--- src/rtl/tx_queue_arbiter.sv ---
// Round-robin scheduler: pops one word from the granted queue and offers it on tx_valid/tx_ready.
// Define TX_QUEUE_ARBITER_PRIORITY_EN to give queue 0 strict priority over the rotation.
module tx_queue_arbiter #(
  parameter int NUM_QUEUES  = 10,
  parameter int WORD_SIZE   = 4,
  parameter int INDEX_WIDTH = 4
) (
  input  logic                            clock,
  input  logic                            reset_n,
  input  logic [NUM_QUEUES-1:0]           queue_not_empty,
  input  logic [NUM_QUEUES*WORD_SIZE-1:0] queue_data,
  output logic [NUM_QUEUES-1:0]           queue_read,
  output logic                            tx_valid,
  output logic [WORD_SIZE-1:0]            tx_data,
  input  logic                            tx_ready,
  output logic [INDEX_WIDTH-1:0]          grant_index,
  output logic                            busy
);

  typedef enum logic [1:0] {IDLE, GRANT, SEND} state_t;

  typedef struct packed {
    logic [INDEX_WIDTH-1:0] idx;
    logic [WORD_SIZE-1:0]   data;
  } grant_t;

  localparam logic [INDEX_WIDTH-1:0] PTR_INIT = INDEX_WIDTH'(NUM_QUEUES - 1);

  state_t                                 state, state_nxt;
  logic [INDEX_WIDTH-1:0]                 rr_ptr;
  grant_t                                 win, held;
  logic                                   any_req, any_hi;
  logic [INDEX_WIDTH-1:0]                 hi_idx, lo_idx;
  logic [NUM_QUEUES-1:0]                  hi_req, win_oh;
  logic [NUM_QUEUES-1:0][WORD_SIZE-1:0]   q_word, sel_word;

  // Per-queue slot: qualify requests above the pointer and gate the winner's word.
  for (genvar g = 0; g < NUM_QUEUES; g++) begin : g_slot
    localparam logic [INDEX_WIDTH-1:0] IDX_W = INDEX_WIDTH'(g);
    assign q_word[g]   = queue_data[g*WORD_SIZE +: WORD_SIZE];
    assign hi_req[g]   = queue_not_empty[g] && (IDX_W > rr_ptr);
    assign sel_word[g] = win_oh[g] ? q_word[g] : '0;
  end

  assign any_req = |queue_not_empty;
  assign any_hi  = |hi_req;

  // Lowest set bit above the pointer wins; otherwise wrap to lowest set bit overall.
  always_comb begin
    hi_idx = '0;
    lo_idx = '0;
    for (int i = NUM_QUEUES - 1; i >= 0; i--) begin
      if (hi_req[i])          hi_idx = INDEX_WIDTH'(i);
      if (queue_not_empty[i]) lo_idx = INDEX_WIDTH'(i);
    end
  end

  always_comb begin
    win.idx = any_hi ? hi_idx : lo_idx;
`ifdef TX_QUEUE_ARBITER_PRIORITY_EN
    if (queue_not_empty[0]) win.idx = '0;
`endif
    win_oh = NUM_QUEUES'(1) << win.idx;
  end

  always_comb begin
    win.data = '0;
    for (int i = 0; i < NUM_QUEUES; i++) win.data = win.data | sel_word[i];
  end

  always_ff @(posedge clock or negedge reset_n) begin
    if (!reset_n) state <= IDLE;
    else          state <= state_nxt;
  end

  always_comb begin
    state_nxt = state;
    case (state)
      IDLE:    if (any_req) state_nxt = GRANT;
      GRANT:   state_nxt = any_req ? SEND : IDLE;
      SEND:    if (tx_ready) state_nxt = any_req ? GRANT : IDLE;
      default: state_nxt = IDLE;
    endcase
  end

  always_comb begin
    queue_read = '0;
    tx_valid   = 1'b0;
    busy       = (state != IDLE);
    case (state)
      GRANT:   if (any_req) queue_read = win_oh;
      SEND:    tx_valid = 1'b1;
      default: ;
    endcase
  end

  // Latched word stays frozen for the whole SEND, whatever the queues do meanwhile.
  always_ff @(posedge clock or negedge reset_n) begin
    if (!reset_n) begin
      held   <= '0;
      rr_ptr <= PTR_INIT;
    end else begin
      if (state == GRANT && any_req) held <= win;
      if (state == SEND && tx_ready) begin
`ifdef TX_QUEUE_ARBITER_PRIORITY_EN
        // Queue-0 wins bypass the rotation so queues 1..N-1 keep their order.
        if (held.idx != '0) rr_ptr <= held.idx;
`else
        rr_ptr <= held.idx;
`endif
      end
    end
  end

  assign tx_data     = held.data;
  assign grant_index = held.idx;

endmodule
--- config.mk ---
export PLATFORM = sky130hd
export DESIGN_NAME = tx_queue_arbiter
export DESIGN_NICKNAME = d
export VERILOG_FILES = /design/src/rtl/tx_queue_arbiter.sv
export SDC_FILE = /design/constraint.sdc
export NUM_CORES = 1
export LEC_CHECK = 0
export ABC_CLOCK_PERIOD_IN_PS = 3500
export CORE_ASPECT_RATIO = 0.8
export CORE_MARGIN = 3
export CORE_UTILIZATION = 29
export DETAILED_ROUTE_END_ITERATION = 6
export PLACE_DENSITY = 0.6
export SYNTH_ARGS = -nofsm -noshare
export SYNTH_HDL_FRONTEND = slang
export SYNTH_SLANG_ARGS = --single-unit
--- constraint.sdc ---
create_clock -name clock -period 3.5 [get_ports clock]
set_clock_uncertainty 0.05 [all_clocks]
set_input_delay 0.875 -clock clock [delete_from_list [all_inputs] [get_ports clock]]
set_output_delay 0.875 -clock clock [all_outputs]
set_load 0.02 [all_outputs]
**After elaboration in Yosys (flattened, before gate mapping)**

Cells that the tools add are included.
Widths: inputs -> output; s select.

- Logic and storage cells: 84
- Output and inout bits: 20
- Flip-flop bits (word level): 14
- Input bits: 53

- Bitwise operators: 9
- Magnitude comparators: 10
- Eq/ne operators: 4
- Shift operators: 1
- Reduce and logical (&&, ||, !) cells: 17
- Mux-type cells: 39

Operator list:

| cell | count |
|---|---|
| $mux 4 | 31 |
| $or 4x4->4 | 9 |
| $mux 10 | 2 |
| $reduce_or 10->1 | 2 |
| $gt 3x4->1 const A | 4 |
| $logic_and 1x1->1 | 12 |
| $shl 1x4->10 const A | 1 |
| $gt 1x4->1 const A | 2 |
| $gt 2x4->1 const A | 2 |
| $gt 4x4->1 const A | 2 |
| $mux 2 | 3 |
| $pmux 2 s3 | 1 |
| $ne 2x2->1 const B | 2 |
| $eq 2x1->1 const B | 1 |
| $eq 2x2->1 const B | 1 |
| $logic_not 2->1 | 1 |
| $mux 1 | 2 |
| $reduce_and 2->1 | 1 |
| $reduce_bool 2->1 | 1 |

**Longest topological paths before layout**

Gate-level depths: netlist (run 1).

- Depth in word-level cells: 24
- Gate-level depth with buffers: 10
- Gate-level depth less buffers: 8

**Worst setup path after synthesis (run 1)**

Ideal clock, no wire load.

- Path type: input to output
- Start point: in queue_not_empty[6]
- End point: out queue_read[8]
- Arrival time: 2,753 ps
- Data required time: 2,575 ps
- Path buffers: 0
- Setup slack: -178 ps
- Stages: 6
- Path through: a21boi_0 a21oi_1 or4_4 a32oi_2 nand2_1 nor3_1

- Word-level cells in the longest chain between the ends: 12
- Elaborated cells between the ends (all ways): 21
- Classes of those cells: 1 x shift; 17 x mux; 3 x reduce/logical

Ends and longest elaborated chain:

| element | RTL line | text |
|---|---|---|
| from (decl) | 10 | `input logic [NUM_QUEUES-1:0] queue_not_empty,` |
| $logic_and 1x1->1 | 41 | `assign hi_req[g] = queue_not_empty[g] && (IDX_W > rr_ptr);` |
| $mux 4 (7 in a row) | 53 | `if (hi_req[i]) hi_idx = INDEX_WIDTH'(i);` |
| $mux 4 | 59 | `win.idx = any_hi ? hi_idx : lo_idx;` |
| $shl 1x4->10 | 63 | `win_oh = NUM_QUEUES'(1) << win.idx;` |
| $mux 10 (*) | 91 | `GRANT: if (any_req) queue_read = win_oh;` |
| $mux 10 (*) | 90 | `case (state)` |
| to (decl) | 12 | `output logic [NUM_QUEUES-1:0] queue_read,` |

Mark *: on every way between the ends. The rest lies on a longest branch, timed or not.

**Worst setup path in the final report (run 1)**

- Start point: in queue_not_empty[6]
- End point: out queue_read[0]

Same word-level chain as after synthesis.

==> results.py, run 1 <==
metrics = {
    "synthesis": {
        "yosys.area.top_type": "dfrtp_1",
        "synthTopCellsByArea": "dfrtp_1 22%, nor2_1 6.2%, nand2_1 5.6%",
        "synth_cell_types": 55,
        "synth-seq-cells": 14,
        "synth_top_flop_cell": "dfrtp_1",
        "yosysMostFrequentCell": "nor2_1",
        "avgSynthCellArea_sq_um": 8.46,
        "synth_edf_count": 0,
        "ys_seq_area_share_pct": 25.3,
        "async_flop_share_pct": 100,
        "syn_area_sq_mm": 0.00140,
        "syn_nets": 218,
        "synth_commonest_cells": "23 x nor2_1, 21 x nand2_1, 12 x dfrtp_1",
        "synth.yosys.warnings": 0,
        "synth_top_area_share_pct": 21.5,
        "syn_inst": 165,
    },
    "floorplanning": {
        "start_util_pct": 31.6,
        "core_sq_mm": 0.00441,
        "die_w_microns": 83.6,
        "die_area_sq_mm": 0.00569,
        "num_rows": 21,
        "ioPinCount": 73,
        "die_h_microns": 68.1,
    },
    "clocking": {
        "cts.clk_slew.worst_paths_ns": 0.06,
        "cts_tree": "built",
        "numClockSinks": 14,
        "cts_root_buffer": "clkbuf_8",
        "cts_made_buffers": 3,
        "clockBufferDepth": 2,
        "cts_max_level": 1,
        "cts-hold-fix-buffers": 0,
        "clkLatencyLatePin_ns": 0.24,
    },
    "sta": {
        "clock.fmax_mhz": 286,
        "tightestPinTransition_ns": 0.622,
        "tns_ns": 0,
        "rsz0062_at_grt": "true",
        "hold_viol": 0,
        "relSlewSlack_pct": 58.4,
        "finalSetupViolations": 0,
        "drv_slew": 0,
        "layout_setup_ws_ns": 0.00549,
        "period_minus_slack_ns": 3.49,
        "final.period_utilization_pct": 99.8,
    },
    "setup_path": {
        "cp_slowest_stage_delay_ns": 0.54,
        "critPathKind": "input port to output port",
        "cpMostUsedCell": "buf_6",
        "cp.required_ns": 2.57,
        "path_cells": "buf_6 -> buf_6 -> or4_4 -> buf_6 -> nor4_4 -> buf_4 -> nor3b_4 -> nand2_4 -> nor2_1 -> buf_4",
        "worstReg2RegEnd": "tx_data[0]",
        "r2r_slack_ns": 0.72,
        "end_kind": "output port",
        "cp.arrival_ns": 2.57,
        "r2r_start": "rr_ptr[2]",
        "reg2regPathDepth": 12,
        "cp_slowest_cell": "or4_4",
        "cp-start-kind": "input port",
        "crit_fanout": 6,
    },
    "route": {
        "wirelength_microns": 5250,
        "drtIter0Drc": 67,
        "vias_per_cell": 5.19,
        "ant_nets": 0,
        "drc": 0,
        "firstDrtPassIters": 4,
        "vias": 1759,
        "wl_per_cell_microns": 15.5,
    },
    "layout": {
        "drive_above_1_share_pct": 43.6,
        "antenna_cells": 0,
        "nNetsFinal": 336,
        "utilization_pct": 61.5,
        "syn_to_final_growth_pct": 94.3,
    },
    "power": {
        "vdd_drop_max_v": 0.000453,
        "powerDensity_mw_per_mm2": 908,
        "leakage_uw": 0.00112,
    },
    "min_path": {
        "worstHoldPathCells": 1,
        "hold_path_class": "flip-flop to flip-flop",
        "holdPathEnd": "state[0]",
        "min_from": "state[0]",
    },
    "grt": {
        "grt_pass1_vias": 1795,
        "grt_use_total_pct": 17.9,
        "antenna_found_initial": 0,
        "grt-ovfl-total": 0,
        "grt_max_degree": 16,
        "grt_pass1_wl_microns": 8270,
    },
    "run": {
        "maxCapViolCount": 0,
    },
    "outcome": {
        "status": "completed",
    },
    "place": {
        "place.gp.congestion": 0.805,
        "place_ws_ns": -0.932,
        "dp_hpwl_microns": 4020,
        "port_buffers": 72,
    },
}
[flip-flops by register name (all words and copies together) (netlist names)]
signal,flops
grant_index,4
state,2
tx_data,4
rr_ptr,4
[critical path: cells and delay by family]
family | cells | cell delay [ns]
simple gates | 5 | 1.01
buf+inv | 5 | 0.67
[cells in the final DEF (no fill, tap or decap), types with 5 or more instances in the layout]
master	instances
dfrtp_1	12
inv_1	5
o21ai_0	6
nor2_1	15
a31oi_1	7
mux2_2	5
nor2_2	6
nand2_1	16
a21oi_1	6
mux2i_1	6
clkdlybuf4s50_1	52
buf_4	50
buf_6	10
[per-stage QoR]
| step | instance area, sq um | total power (uW) | std cells | hold WS, ns |
|---|---|---|---|---|
| after global placement | 2410 | 2050 | 326 | 0.405 |
| after floorplan | 1410 | 1400 | 165 | 0.382 |
| final | 2710 | 2460 | 339 | 0.431 |
| after global routing | 2710 | 2650 | 339 | 0.471 |
| after detailed placement | 2410 | 2060 | 326 | 0.410 |
| after CTS | 2630 | 2380 | 338 | 0.430 |
[routing by layer]
metal  global-route usage, %  vias up  part of all wire [%]
met4                    2.41        0                  0.50
met2                    30.1       67                    45
met3                    5.29        4                   7.2
met5                       0        -                     0
li1                        -      873                     -
met1                    23.6      815                    47
[cell families (layout without fill, tap and decap cells)]
kind of cell	Yosys count	in the layout	synth area share, %
mux	11	11	8.33
compound gates	58	58	33.4
simple gates	70	70	26.2
buf+inv	12	129	6.81
flops	14	14	25.3
[power by group]
group | leakage [uW] | internal (uW) | switching (uW)
registers | 0.000158 | 254 | 112
clock network | 0.0000288 | 99.6 | 55.4
logic | 0.000937 | 955 | 987
total | 0.00112 | 1310 | 1150
[worst max-delay path by stage]
stage | startpoint | to | slack [ns] | cells after the start
finish | queue_not_empty[6] | queue_read[0] | 0.005 | 10
global placement | queue_not_empty[6] | queue_read[6] | -0.93 | 8
floorplan | queue_not_empty[2] | queue_read[6] | -0.03 | 6
CTS | queue_not_empty[4] | queue_read[1] | -0.10 | 9
global route | queue_not_empty[6] | queue_read[0] | -0.05 | 9
detailed placement | queue_not_empty[6] | queue_read[6] | -0.93 | 8
[cell type report]
cell class / instances / area, sq um
Clock buffer: 4 / 55.1
Fill cell: 402 / 1700
Inverter: 5 / 18.8
Multi-Input combinational cell: 139 / 1150
Sequential cell: 14 / 353
Tap cell: 57 / 71.3
Timing Repair Buffer: 120 / 1060
[timing repair]
item / CTS / global route
endpoints found under the hold margin: 0 / 0
gates resized for setup: 113 / 20
endpoints found under the setup margin: 10 / 10
buffers inserted: 9 / 1
pin swaps: 25 / 11
Power figures use the tool's default switching activity.
==> run 2: changes to the inputs <==
--- a/config.mk
+++ b/config.mk
@@ -14,3 +14,4 @@
 export SYNTH_ARGS = -nofsm -noshare
 export SYNTH_HDL_FRONTEND = slang
 export SYNTH_SLANG_ARGS = --single-unit
+export TNS_END_PERCENT = 10
==> run 2 against run 1 <==
- die area did not move
- sequential power decreased by 2%
- non-clock buffer count is 17 higher
- critical endpoint unchanged
- largest power group unchanged
- highest routed layer is now met3
==> results.py, run 2 (same netlist as run 1, synthesis figures left out) <==
metrics = {
    "sta": {
        "final.period_utilization_pct": 99.9,
        "period_minus_slack_ns": 3.50,
        "clock.fmax_mhz": 286,
        "rsz0062_at_grt": "true",
        "relSlewSlack_pct": 55.4,
        "finalSetupViolations": 0,
        "drv_slew": 0,
        "tightestPinTransition_ns": 0.667,
        "layout_setup_ws_ns": 0.00245,
        "hold_viol": 0,
    },
    "grt": {
        "grt-ovfl-total": 0,
        "antenna_found_initial": 0,
        "grt_max_degree": 15,
        "grt_pass1_wl_microns": 8440,
        "grt_pass1_vias": 1755,
        "grt_use_total_pct": 18.2,
    },
    "setup_path": {
        "cp-start-kind": "input port",
        "r2r_slack_ns": 0.63,
        "crit_fanout": 4,
        "cp_slowest_cell": "or4_4",
        "critPathKind": "input port to output port",
        "cp.required_ns": 2.57,
        "end_kind": "output port",
        "cpMostUsedCell": "buf_6",
        "cp_slowest_stage_delay_ns": 0.52,
        "worstReg2RegEnd": "tx_data[2]",
        "path_cells": "buf_6 -> buf_6 -> or4_4 -> buf_6 -> nor4_4 -> buf_4 -> nor3b_4 -> nand2_2 -> buf_6 -> nor2_2 -> buf_4",
        "cp.arrival_ns": 2.57,
        "reg2regPathDepth": 14,
        "r2r_start": "rr_ptr[1]",
    },
    "layout": {
        "syn_to_final_growth_pct": 104,
        "nNetsFinal": 353,
        "stdcell_area_sq_mm": 0.00284,
        "drive_above_1_share_pct": 47.8,
        "layout_common_cells": "64 x buf_4, 52 x clkdlybuf4s50_1, 14 x nand2_1, 14 x nor2_1",
        "mostFrequentLayoutCell": "buf_4",
        "antenna_cells": 0,
        "utilization_pct": 64.4,
    },
    "power": {
        "leakage_uw": 0.00120,
        "vdd_drop_max_v": 0.000501,
        "power.total_uw": 2700,
        "powerDensity_mw_per_mm2": 950,
    },
    "min_path": {
        "hold_path_class": "flip-flop to flip-flop",
        "worstHoldPathCells": 1,
        "min_from": "state[0]",
        "holdPathEnd": "state[0]",
    },
    "clocking": {
        "numClockSinks": 14,
        "cts_made_buffers": 3,
        "cts_root_buffer": "clkbuf_8",
        "cts.clk_slew.worst_paths_ns": 0.06,
        "clockBufferDepth": 2,
        "cts_tree": "built",
        "clkLatencyLatePin_ns": 0.25,
        "cts_max_level": 1,
    },
    "route": {
        "drtIter0Drc": 74,
        "vias_per_cell": 5.18,
        "vias": 1845,
        "wirelength_microns": 5390,
        "ant_nets": 0,
        "wl_per_cell_microns": 15.1,
        "firstDrtPassIters": 5,
        "drc": 0,
    },
    "floorplanning": {
        "num_rows": 21,
        "die_h_microns": 68.1,
        "ioPinCount": 73,
        "die_area_sq_mm": 0.00569,
        "die_w_microns": 83.6,
        "start_util_pct": 31.6,
        "core_sq_mm": 0.00441,
    },
    "place": {
        "dp_hpwl_microns": 4180,
        "placed_cell_area_sq_mm": 0.00252,
        "port_buffers": 72,
        "place_ws_ns": -0.866,
        "place.gp.congestion": 0.814,
    },
    "run": {
        "maxCapViolCount": 0,
    },
    "outcome": {
        "status": "completed",
    },
}
[run 2: how the worst max path moves through the flow]
stage	start	end	slack, ns	depth (start not counted)
final	queue_not_empty[4]	queue_read[0]	0.002	11
after global routing	queue_not_empty[4]	queue_read[0]	-0.05	11
after CTS	queue_not_empty[4]	queue_read[0]	-0.07	10
after detailed placement	queue_not_empty[6]	queue_read[0]	-0.87	9
after global placement	queue_not_empty[3]	queue_read[5]	-0.84	7
after floorplan	queue_not_empty[2]	queue_read[6]	-0.03	6
[run 2: cell type report]
| cell class | instances | area (sq um) |
|---|---|---|
| timing repair buffer | 137 | 1190 |
| inverter | 5 | 18.8 |
| sequential | 14 | 353 |
| fill | 392 | 1570 |
| clock buffer | 4 | 55.1 |
| tap | 57 | 71.3 |
| multi-input combinational | 139 | 1150 |
[run 2: timing repair]
item | in CTS | in global routing
hold buffers | 0 | 0
gates resized for setup | 123 | 18
setup buffers | 8 | 3
pin swaps | 21 | 12
setup endpoints to repair | 10 | 10
cloned | 0 | 0
[run 2: per-layer routing]
layer  GRT usage, %  vias to the layer above  part of all wire [%]
li1               -                      908                     -
met4           1.20                        0                     0
met2           29.7                       71                    45
met3           4.81                        0                   7.6
met5              0                        -                     0
met1           25.4                      866                    48
[run 2: critical path: cells and delay by family]
family                 cells  cell delay [ns]
and+or+nand+nor            5             0.88
buffers and inverters      6             0.80
[run 2: stage by stage]
step | instances | TNS (ns) | hold slack [ns]
floorplan | 165 | -0.0676 | 0.382
global placement | 341 | -8.39 | 0.405
detailed placement | 341 | -8.51 | 0.411
CTS | 353 | -0.332 | 0.433
global route | 356 | -0.181 | 0.483
finish | 356 | 0 | 0.436
[run 2: power breakdown]
part           switching (uW)  internal (uW)
logic                    1060           1120
registers                 107            254
clock network            61.3           99.7
==> run 3: changes to the inputs <==
--- a/config.mk
+++ b/config.mk
@@ -6,8 +6,9 @@
 export NUM_CORES = 1
 export LEC_CHECK = 0
 export ABC_CLOCK_PERIOD_IN_PS = 3500
+export CAP_MARGIN = 20
 export CORE_ASPECT_RATIO = 0.8
-export CORE_MARGIN = 3
+export CORE_MARGIN = 2
 export CORE_UTILIZATION = 29
 export DETAILED_ROUTE_END_ITERATION = 6
 export PLACE_DENSITY = 0.6
==> run 3 against run 2 <==
- sequential share of layout area is 1.2 points higher
- combinational power is 17% lower
- worst hold slack better by 0.00093 ns
- register-to-register slack better by 0.16 ns
- worst setup slack worse by 0.0015 ns
- die area is 5.3% lower
- utilization is 8.5 points lower
- flip-flop and latch count stayed put
- first-iteration DRC count is 4.1% higher
- critical endpoint is now queue_read[1]
- clock power is 4% lower
- critical path type unchanged
==> results.py, run 3 (same netlist as run 1, synthesis figures left out) <==
metrics = {
    "route": {
        "wl_per_cell_microns": 14.8,
        "wirelength_microns": 5020,
        "firstDrtPassIters": 4,
        "drtIter0Drc": 77,
        "drc": 0,
        "ant_nets": 0,
        "vias": 1750,
        "vias_per_cell": 5.16,
    },
    "layout": {
        "regArea_sq_um": 353,
        "stdcell_area_sq_mm": 0.00259,
        "syn_to_final_growth_pct": 85.2,
        "fill_cells": 455,
        "multi_input_area_sq_mm": 0.00106,
        "drive_above_1_share_pct": 38.7,
        "nNetsFinal": 333,
        "layout_common_cells": "52 x clkdlybuf4s50_1, 49 x buf_4, 22 x nor2_1, 17 x nand2_1, 12 x dfrtp_1",
        "antenna_cells": 0,
        "utilization_pct": 55.9,
        "mostFrequentLayoutCell": "clkdlybuf4s50_1",
    },
    "floorplanning": {
        "start_util_pct": 30.2,
        "die_area_sq_mm": 0.00539,
        "ioPinCount": 73,
        "num_rows": 22,
        "die_w_microns": 81.6,
        "die_h_microns": 66.1,
        "core_sq_mm": 0.00462,
    },
    "sta": {
        "tns_ns": 0,
        "drv_slew": 0,
        "hold_viol": 0,
        "final.period_utilization_pct": 100,
        "finalSetupViolations": 0,
        "clock.fmax_mhz": 286,
        "rsz0062_at_grt": "true",
        "tightestPinTransition_ns": 0.629,
        "period_minus_slack_ns": 3.50,
        "relSlewSlack_pct": 57.9,
        "hold_slack_ns": 0.437,
    },
    "power": {
        "powerDensity_mw_per_mm2": 898,
        "leakage_uw": 0.00108,
        "power.total_uw": 2320,
        "vdd_drop_max_v": 0.000435,
    },
    "clocking": {
        "clkLatencyLatePin_ns": 0.24,
        "clockBufferDepth": 2,
        "cts.clk_slew.worst_paths_ns": 0.06,
        "cts_tree": "built",
        "cts_made_buffers": 3,
        "cts_max_level": 1,
        "cts_root_buffer": "clkbuf_8",
        "numClockSinks": 14,
    },
    "run": {
        "maxCapViolCount": 0,
    },
    "place": {
        "port_buffers": 72,
        "dp_hpwl_microns": 3930,
        "place.gp.congestion": 0.813,
        "placed_cell_area_sq_mm": 0.00241,
    },
    "min_path": {
        "hold_path_class": "flip-flop to flip-flop",
    },
    "setup_path": {
        "cp_slowest_stage_delay_ns": 0.54,
        "cp.arrival_ns": 2.57,
        "cp-start-kind": "input port",
        "cp_slowest_cell": "or4_4",
        "path_cells": "buf_6 -> buf_6 -> or4_4 -> nor3_2 -> nor2_1 -> o311ai_2 -> nand2_1 -> nor2_1 -> buf_4",
        "end_kind": "output port",
        "cp.required_ns": 2.57,
        "crit_fanout": 3,
        "critPathKind": "input port to output port",
    },
    "grt": {
        "grt_pass1_wl_microns": 8170,
        "antenna_found_initial": 0,
        "grt_max_degree": 16,
        "grt_pass1_vias": 1740,
        "grt-ovfl-total": 0,
        "grt_use_total_pct": 19.5,
    },
    "outcome": {
        "status": "completed",
    },
}
==> run 3: routing by layer <==
metal,wire [microns],part of all wire [%],global-route usage (%)
met5,0,0,0
met1,2270,45,26.3
met2,2320,46,32.2
met4,32,0.64,3.33
met3,394,7.9,4.64
==> run 3: per-stage QoR <==
| stage | instances | setup slack [ns] |
|---|---|---|
| 2_1_floorplan | 165 | -0.0330 |
| 3_3_place_gp | 328 | -0.905 |
| 3_5_place_dp | 328 | -0.939 |
| 4_1_cts | 338 | -0.129 |
| 5_1_grt | 339 | -0.102 |
| 6_report | 339 | 0.000952 |
==> run 3: path summary, 6_finish.rpt <==
path	start	endpoint	slack, ns	cells after the start
max	queue_not_empty[6]	queue_read[1]	0.001	9
min	state[0]	state[0]	0.44	1
max reg2reg	rr_ptr[0]	tx_data[1]	0.79	11
min reg2reg	state[0]	state[0]	0.44	1
max in group asynchronous	reset_n	grant_index[3]	2.02	1
min in group asynchronous	reset_n	state[0]	0.97	1
==> run 3: repair_timing <==
item / CTS / global route
resized for setup: 94 / 16
pin swaps: 13 / 12
setup buffers: 6 / 1
endpoints found under the setup margin: 10 / 10
hold buffers: 0 / 0
==> run 3: layout make-up <==
type | instances | share of cell area, %
Tap cell | 60 | 2.90
Sequential cell | 14 | 13.6
Multi-Input combinational cell | 139 | 41.0
Inverter | 5 | 0.726
Timing Repair Buffer | 117 | 39.6
Clock buffer | 4 | 2.13
==> run 3: power by group <==
group,leakage (uW),internal (uW),switching (uW)
Sequential,0.000158,254,95.8
Combinational,0.000895,901,918
Clock,0.0000288,99.5,55.3
Total,0.00108,1250,1070
==> run 3: worst max-delay path, delay by kind of cell <==
family	cells	cell delay [ns]
buffers and inverters	3	0.36
and+or+nand+nor	5	1.01
AOI/OAI and AO/OA	1	0.34
